[config.mk]
export PLATFORM = sky130hd
export DESIGN_NAME = fc_tx_framer
export DESIGN_NICKNAME = d
export VERILOG_FILES = /design/src/rtl/fc_tx_framer.sv
export SDC_FILE = /design/constraint.sdc
export NUM_CORES = 1
export LEC_CHECK = 0
export BUFFER_PORTS_ARGS = -buffer_cell sky130_fd_sc_hd__buf_2
export CAP_MARGIN = 25
export CORE_AREA = 10 10 134 136
export CTS_BUF_LIST = sky130_fd_sc_hd__clkbuf_8
export CTS_CLUSTER_DIAMETER = 100
export DETAILED_ROUTE_END_ITERATION = 10
export DIE_AREA = 0 0 144 146
export GPL_ROUTABILITY_DRIVEN = 1
export REMOVE_ABC_BUFFERS = 1
export SYNTH_ARGS = -nofsm -noshare
export SYNTH_HDL_FRONTEND = slang
export SYNTH_SLANG_ARGS = --single-unit
[constraint.sdc]
create_clock -name clk -period 2.95 [get_ports clk]
set_input_delay 0.1475 -clock clk [delete_from_list [all_inputs] [get_ports clk]]
set_output_delay 0.1475 -clock clk [all_outputs]
set_load 0.01 [all_outputs]
[src/rtl/fc_tx_framer.sv]
// fc_tx_framer: turns an Avalon-ST frame stream into a continuous 36-bit
// {datak, data} transceiver word stream. It adds SOF/EOF delimiters, IDLE
// fill and R_RDY credits, enforces the inter-frame gap and sends primitive
// sequences when link control asks for them.
module fc_tx_framer #(
    parameter int MIN_FILL = 6,
    parameter int RRDY_W   = 8
) (
    input  logic        clk,
    input  logic        reset,
    input  logic [31:0] in_data,
    input  logic        in_valid,
    output logic        in_ready,
    input  logic        in_startofpacket,
    input  logic        in_endofpacket,
    input  logic        in_sof_type,
    input  logic        in_eof_type,
    input  logic [2:0]  link_cmd,
    input  logic        rrdy_req,
    output logic [35:0] avtx_data,
    output logic        avtx_valid,
    input  logic        avtx_ready,
    output logic        underrun,
    output logic [15:0] frame_count,
    output logic [15:0] abort_count
);

    localparam int GAP_W = (MIN_FILL < 1) ? 1 : $clog2(MIN_FILL + 1);
    localparam logic [GAP_W-1:0]  GAP_MAX  = GAP_W'(MIN_FILL);
    localparam logic [RRDY_W-1:0] PEND_MAX = '1;

    localparam logic [35:0] W_IDLE = {4'b1000, 32'hBC95B5B5};
    localparam logic [35:0] W_RRDY = {4'b1000, 32'hBC954A4A};
    localparam logic [35:0] W_SOFI = {4'b1000, 32'hBCB55656};
    localparam logic [35:0] W_SOFN = {4'b1000, 32'hBCB53636};
    localparam logic [35:0] W_EOFN = {4'b1000, 32'hBC95D5D5};
    localparam logic [35:0] W_EOFT = {4'b1000, 32'hBC957575};
    localparam logic [35:0] W_EOFA = {4'b1000, 32'hBC95F5F5};
    localparam logic [35:0] W_NOS  = {4'b1000, 32'hBC55BF45};
    localparam logic [35:0] W_OLS  = {4'b1000, 32'hBC358A55};
    localparam logic [35:0] W_LR   = {4'b1000, 32'hBC49BF49};
    localparam logic [35:0] W_LRR  = {4'b1000, 32'hBC35BF49};

    typedef enum logic [1:0] {FILL, DATA, DROP, PRIM} state_t;

    state_t             state_reg;
    logic [GAP_W-1:0]   gap_reg;
    logic [RRDY_W-1:0]  pend_reg;
    logic               eof_pend_reg;   // last word accepted, EOF goes out next
    logic               eof_type_reg;
    logic [35:0]        avtx_data_reg;
    logic               avtx_valid_reg;
    logic               underrun_reg;
    logic [15:0]        frame_count_reg;
    logic [15:0]        abort_count_reg;

    logic               cmd_active;
    logic               fill_rrdy;
    logic               sof_ok;
    logic [35:0]        prim_word;
    logic [35:0]        fill_word;
    logic [RRDY_W-1:0]  pend_plus;
    logic [RRDY_W-1:0]  pend_fill;
    logic [GAP_W-1:0]   gap_inc;

    assign cmd_active = (link_cmd == 3'd0);
    assign fill_rrdy  = (pend_reg != '0);
    assign fill_word  = fill_rrdy ? W_RRDY : W_IDLE;
    assign pend_plus  = (rrdy_req && (pend_reg != PEND_MAX)) ? pend_reg + RRDY_W'(1) : pend_reg;
    // A request arriving while an R_RDY is sent cancels the decrement.
    assign pend_fill  = fill_rrdy ? (rrdy_req ? pend_reg : pend_reg - RRDY_W'(1)) : pend_plus;
    assign gap_inc    = (gap_reg >= GAP_MAX) ? GAP_MAX : gap_reg + GAP_W'(1);
    assign sof_ok     = cmd_active && (gap_reg >= GAP_MAX) && in_valid && in_startofpacket;

    // Primitive selected by link control; undefined codes fall back to NOS.
    always_comb begin
        prim_word = W_NOS;
        case (link_cmd)
            3'd2:    prim_word = W_OLS;
            3'd3:    prim_word = W_LR;
            3'd4:    prim_word = W_LRR;
            default: prim_word = W_NOS;
        endcase
    end

    // Input acceptance: frame words in DATA, draining in DROP, stray
    // non-SOP words discarded in FILL; nothing while the transceiver stalls.
    always_comb begin
        in_ready = 1'b0;
        if (avtx_ready && !reset) begin
            case (state_reg)
                FILL:    in_ready = in_valid && !in_startofpacket;
                DATA:    in_ready = !eof_pend_reg;
                DROP:    in_ready = 1'b1;
                default: in_ready = 1'b0;
            endcase
        end
    end

    // Framing FSM: picks the next TX word and updates gap, credit and
    // frame counters. Everything holds while avtx_ready is low except
    // incoming R_RDY requests.
    always_ff @(posedge clk) begin
        if (reset) begin
            state_reg       <= FILL;
            gap_reg         <= '0;
            pend_reg        <= '0;
            eof_pend_reg    <= 1'b0;
            eof_type_reg    <= 1'b0;
            avtx_data_reg   <= W_IDLE;
            avtx_valid_reg  <= 1'b0;
            underrun_reg    <= 1'b0;
            frame_count_reg <= '0;
            abort_count_reg <= '0;
        end else begin
            avtx_valid_reg <= 1'b1;
            underrun_reg   <= 1'b0;
            if (!avtx_ready) begin
                if (state_reg != PRIM) begin
                    pend_reg <= pend_plus;
                end
            end else begin
                unique case (state_reg)
                    FILL: begin
                        if (!cmd_active) begin
                            avtx_data_reg <= prim_word;
                            state_reg     <= PRIM;
                            pend_reg      <= '0;
                        end else if (sof_ok) begin
                            // SOP word stays on the input until DATA accepts it.
                            avtx_data_reg <= in_sof_type ? W_SOFN : W_SOFI;
                            state_reg     <= DATA;
                            pend_reg      <= pend_plus;
                        end else begin
                            avtx_data_reg <= fill_word;
                            gap_reg       <= gap_inc;
                            pend_reg      <= pend_fill;
                        end
                    end
                    DATA: begin
                        if (eof_pend_reg) begin
                            avtx_data_reg   <= eof_type_reg ? W_EOFT : W_EOFN;
                            frame_count_reg <= frame_count_reg + 16'd1;
                            gap_reg         <= '0;
                            eof_pend_reg    <= 1'b0;
                            state_reg       <= cmd_active ? FILL : PRIM;
                            pend_reg        <= cmd_active ? pend_plus : '0;
                        end else if (!cmd_active || !in_valid) begin
                            // Abort: a word taken this cycle is dropped; if it
                            // closed the frame there is nothing left to drain.
                            avtx_data_reg   <= W_EOFA;
                            underrun_reg    <= 1'b1;
                            abort_count_reg <= abort_count_reg + 16'd1;
                            gap_reg         <= '0;
                            if (!cmd_active && in_valid && in_endofpacket) begin
                                state_reg <= PRIM;
                                pend_reg  <= '0;
                            end else begin
                                state_reg <= DROP;
                                pend_reg  <= pend_plus;
                            end
                        end else begin
                            avtx_data_reg <= {4'b0000, in_data};
                            pend_reg      <= pend_plus;
                            if (in_endofpacket) begin
                                eof_pend_reg <= 1'b1;
                                eof_type_reg <= in_eof_type;
                            end
                        end
                    end
                    DROP: begin
                        // While link control wants a primitive it goes out
                        // even before the aborted frame has drained.
                        if (!cmd_active) begin
                            avtx_data_reg <= prim_word;
                            pend_reg      <= pend_plus;
                        end else begin
                            avtx_data_reg <= fill_word;
                            gap_reg       <= gap_inc;
                            pend_reg      <= pend_fill;
                        end
                        if (in_valid && in_endofpacket) begin
                            state_reg <= cmd_active ? FILL : PRIM;
                            if (!cmd_active) begin
                                pend_reg <= '0;
                            end
                        end
                    end
                    PRIM: begin
                        pend_reg <= '0;
                        if (cmd_active) begin
                            // Leaving PRIM: this IDLE is the first fill word.
                            avtx_data_reg <= W_IDLE;
                            gap_reg       <= GAP_W'(1);
                            state_reg     <= FILL;
                        end else begin
                            avtx_data_reg <= prim_word;
                        end
                    end
                endcase
            end
        end
    end

    assign avtx_data   = avtx_data_reg;
    assign avtx_valid  = avtx_valid_reg;
    assign underrun    = underrun_reg;
    assign frame_count = frame_count_reg;
    assign abort_count = abort_count_reg;

endmodule

======== After elaboration in Yosys (flattened, before gate mapping) ========
Cells that the tools add are included.
word-level totals
  input port bits ......................... 44
  bits in latches ......................... 0
  RAM bits ................................ 0
  memories kept ........................... 0
  word-level logic and storage cells ...... 111
  register bits ........................... 85
  ROM bits ................................ 0
  output and inout port bits .............. 71
cells by class
  $lt $le $gt $ge ......................... 1
  add/sub/neg operators ................... 5
  multiplexer cells ....................... 50
  equality and inequality tests ........... 15
  shift operators ......................... 0
  bitwise operators ....................... 4
  divide/modulo/power cells ............... 0
  $mul .................................... 0
  reductions and logical operators ........ 26
operators by type and width
  kind                                               number
  2-to-1 mux 36 bit                                  5
  case mux 36 bit (4 select lines)                   1
  2-to-1 mux 8 bit                                   14
  case mux 23 bit (3 select lines)                   1
  adder 16 x 1 -> 16 bit (second input constant)     2
  2-to-1 mux 16 bit                                  2
  case mux 8 bit (4 select lines)                    1
  2-to-1 mux 22 bit                                  1
  2-to-1 mux 3 bit                                   7
  2-to-1 mux 15 bit                                  1
  2-to-1 mux 2 bit                                   7
  inequality test 2 bit (second input constant)      6
  case mux 3 bit (4 select lines)                    1
  AND reduction 5 bit                                2
  logical AND 1 bit                                  9
  adder 8 x 1 -> 8 bit (second input constant)       1
  inequality test 8 bit (second input constant)      1
  case mux 2 bit (4 select lines)                    1
  nonzero test 8 bit                                 1
  subtractor 8 x 1 -> 8 bit (second input constant)  1
  2-to-1 mux 1 bit                                   7
  == test 3 x 2 -> 1 bit (second input constant)     2
  inequality test 3 bit (second input constant)      2
  AND reduction 6 bit                                1
  other kinds (16)                                   24

======== Logic depth before layout (Yosys ltp) ========
  depth after elaboration ................. 9
  mapped depth ............................ 8
  depth with buffers taken out ............ 7

======== Least setup slack after synthesis ========
OpenSTA, ideal clock, no wires.
  path kind ............................... flip-flop to flip-flop
  start ................................... register pend_reg[0]
  end ..................................... register pend_reg[6]
  required time ........................... 2.829 ns
  arrival time ............................ 1.993 ns
  clock period less this slack ............ 2.114 ns
  library setup time ...................... 0.121 ns
  buffers on the path ..................... 0
  stages on the path, launching flop included .. 8
  slack ................................... 0.836 ns
  cell sequence ........................... dfxtp_1 inv_1 ha_1 or3b_2 or4_1 a31o_2 o221ai_1 a21oi_1
on the way
  longest elaborated chain between the ends .. 9
  elaborated cells on any way between the ends .. 20
  those cells by class .................... add/sub: 2; eq/ne: 1; mux: 15; reduce/logical: 2
ends and longest elaborated chain
  element                                                                       RTL line  RTL
  start, declared                                                               48        logic [RRDY_W-1:0] pend_reg;
  start signal, assigned                                                        120       pend_reg <= pend_plus;
  start signal, assigned                                                        133       pend_reg <= pend_plus;
  start signal, assigned                                                        137       pend_reg <= pend_fill;
  parallel branches: the longest is 8 deep, another holds adder 8 x 1 -> 8 bit  -
  2-to-1 mux 8 bit (*)                                                          118       if (!avtx_ready) begin
Mark *: on every way between the ends. The select of a mux whose other input is x is not followed.
A chain may end at the register's enable or synchronous reset.

======== Worst setup path after layout ========
  start ................................... register gap_reg[0]
  end ..................................... register pend_reg[3]
on the way
  longest elaborated chain between the ends .. 8
ends and longest elaborated chain
  element                            RTL line  RTL
  start, declared                    47        logic [GAP_W-1:0] gap_reg;
  start signal, assigned             136       gap_reg <= gap_inc;
  start signal, assigned             179       gap_reg <= gap_inc;
  greater-or-equal comparator 3 bit  73        assign sof_ok = cmd_active && (gap_reg >= GAP_MAX) && in_valid && in_startofpacket;
  logical AND 1 bit (3 in series)    73
  2-to-1 mux 8 bit                   129       end else if (sof_ok) begin
  2-to-1 mux 8 bit                   125       if (!cmd_active) begin
  case mux 8 bit (4 select lines)    123       unique case (state_reg)
  2-to-1 mux 8 bit                   118
Every way passes these cells.

==> impl_metrics.py <==
metrics = {
    "route": {
        "vias": 4461,
        "drtPass1Iterations": 5,
        "route.detailed.drc": 0,
        "first_iter_violations": 310,
        "wire_per_inst_um": 16.5,
        "wirelength_um": 14000,
        "viasPerCell": 5.25,
        "antenna_left": 0,
    },
    "floorplanning": {
        "rows": 46,
        "fp.dieArea_um2": 21000,
        "die_x_um": 144,
        "core_um2": 15500,
        "initial_core_util_pct": 29.2,
        "die_h_um": 146,
        "io_pins": 115,
    },
    "synth": {
        "async_flop_share_pct": 0,
        "ys_types": 76,
        "yosys_warnings": 0,
        "synth.most_common_cell": "dfxtp_1",
        "synth_common_cells": "82 x dfxtp_1, 55 x nor2_1, 45 x a21oi_1",
        "synth-edff-count": 0,
        "ys_top_cells_by_area": "dfxtp_1 36%, a21oi_1 5.0%, nor2_1 4.6%, o21ai_0 4.1%, nand2_1 3.6%",
        "yosysSeqAreaShare_pct": 36.3,
        "yosys_register_bits": 82,
        "syn_area_um2": 4520,
        "synth_top_area_share_pct": 36.3,
        "ys.flop_type": "dfxtp_1",
        "synthCells": 555,
        "synth_area_leader_cell": "dfxtp_1",
        "syn_avg_cell_area_um2": 8.15,
    },
    "finish": {
        "num_antenna_cells": 0,
        "post-route-util_pct": 35.4,
        "fillCellCount": 1630,
        "largest_reg_flops": 33,
        "nets": 704,
        "fin_area_um2": 5490,
        "area_growth_pct": 21.3,
        "stdcell_count": 850,
        "drive_above_1_share_pct": 23.9,
    },
    "timing": {
        "skew_ps": 10.4,
        "hold-worst-slack_ps": 32.2,
        "setup_viol": 0,
        "tightestPinTransition_ps": 726,
        "fin_tns_setup_ps": 0,
        "slew_headroom_pct": 51.5,
        "fin_ws_ps": 639,
        "slew_viol_final": 0,
        "min_period_over_period_pct": 78.3,
        "fmaxAchievable_mhz": 433,
        "rsz0062_at_grt": "false",
        "final.min_clock_period_ps": 2310,
        "hold_viol_final": 0,
    },
    "critical_path": {
        "critPathCaptureType": "flip-flop",
        "start_kind": "flip-flop",
        "cp_data_required_time_ps": 3230,
        "worstPathMaxFanout": 6,
        "path_class": "reg2reg",
        "crit_arrival_ps": 2590,
    },
    "global_routing": {
        "grt_pass1_vias": 4303,
        "gr-usage-all-layers_pct": 13.3,
        "grt_max_degree": 50,
        "grt_pass1_wl_um": 22700,
        "antenna_found_initial": 1,
        "grt_remaining_overflow": 0,
    },
    "clock_tree": {
        "clk_path_buf_depth": 2,
        "cts_tree": "done",
        "cts-root-buf": "clkbuf_8",
        "cts_max_level": 3,
        "clk_latency_ps": 370,
        "clkSinkCount": 82,
        "clk_pin_slew_ps": 80,
        "cts_buffers": 9,
    },
    "place": {
        "dp_hpwl_um": 10400,
        "gp_congestion": 0.851,
        "port_buffers": 111,
        "dp.cells": 827,
        "place_ws_ps": 667,
        "placed_area_um2": 5180,
    },
    "power": {
        "irDropWorstVdd_v": 0.000231,
        "power_mw": 2.63,
        "leakagePower_nw": 2.16,
        "power_density_nw_per_um2": 479,
    },
    "flow_run": {
        "drv_cap": 0,
    },
    "outcome": {
        "outcome": "finished clean",
    },
    "hold_path": {
        "hp-class": "in2reg",
    },
}
## critical path: stages, from the launching register on
cell and delay (ps):
dfxtp_1 350, inv_1 60, ha_1 230, o211ai_1 480, nor3_4 140, nor4_2 540
a311oi_1 180, a311oi_1 250
## placed cells by master (no fill, tap or decap), drive strengths merged, types with 5 or more instances in the layout
cell type	count
clkbuf	9
and2	5
dfxtp	82
a211oi	5
and3	7
o21ai	38
nor3	24
nand4	11
a21oi	46
or3	12
xor2	10
dlygate4sd3	7
inv	16
mux2i	11
ha	7
buf	122
a311oi	6
o211ai	7
nor2	58
o221ai	5
nand3	27
nor4	7
a31oi	5
nand2	43
xnor2	17
## cell families (layout without fill, tap and decap cells)
family | Yosys count | after routing | synth area share [%]
and+or+nand+nor | 220 | 220 | 26.2
AOI/OAI and AO/OA | 146 | 146 | 21.3
DFF | 82 | 82 | 36.3
buffers and inverters | 60 | 161 | 6.31
xor gates and xnor gates | 27 | 27 | 5.23
muxes | 12 | 12 | 2.68
adders and majority gates | 7 | 7 | 1.94
other | 1 | 3 | 0.0829
## layout make-up
class	instances	area (um2)	share of cell area, %
well taps	192	240	4.38
flip-flops and latches	82	1640	29.9
inverters	16	60.1	1.09
clock buffers	9	124	2.26
multi-input cells	415	2600	47.4
repair buffers	129	708	12.9
clock inverters	7	110	2.01
## repair_timing
action	in CTS	in global routing
endpoints found under the hold margin	7	0
setup buffers	0	0
gates resized for setup	0	0
hold buffers	7	0
## layer usage
| layer | vias to the layer above | routed length, um | global-route usage [%] |
|---|---|---|---|
| met5 | - | 0 | 0 |
| met2 | 154 | 6120 | 20.1 |
| met4 | 0 | 262 | 3.93 |
| li1 | 2210 | - | - |
| met3 | 26 | 1070 | 4.77 |
| met1 | 2071 | 6560 | 17.2 |
## final timing paths
check	from	cells past startpoint	slack (ps)	endpoint
setup / recovery	gap_reg[0]	7	640	pend_reg[3]
hold / removal	in_data[18]	3	30	avtx_data[18]
setup reg to reg	gap_reg[0]	7	640	pend_reg[3]
hold reg to reg	avtx_data[9]	1	470	avtx_data[9]
## report_power, final
| part | switching (mW) | total (mW) | internal, mW |
|---|---|---|---|
| Sequential | 0.0433 | 1.19 | 1.15 |
| Combinational | 0.281 | 0.463 | 0.182 |
| Clock | 0.420 | 0.975 | 0.555 |
Power figures use the tool's default switching activity.
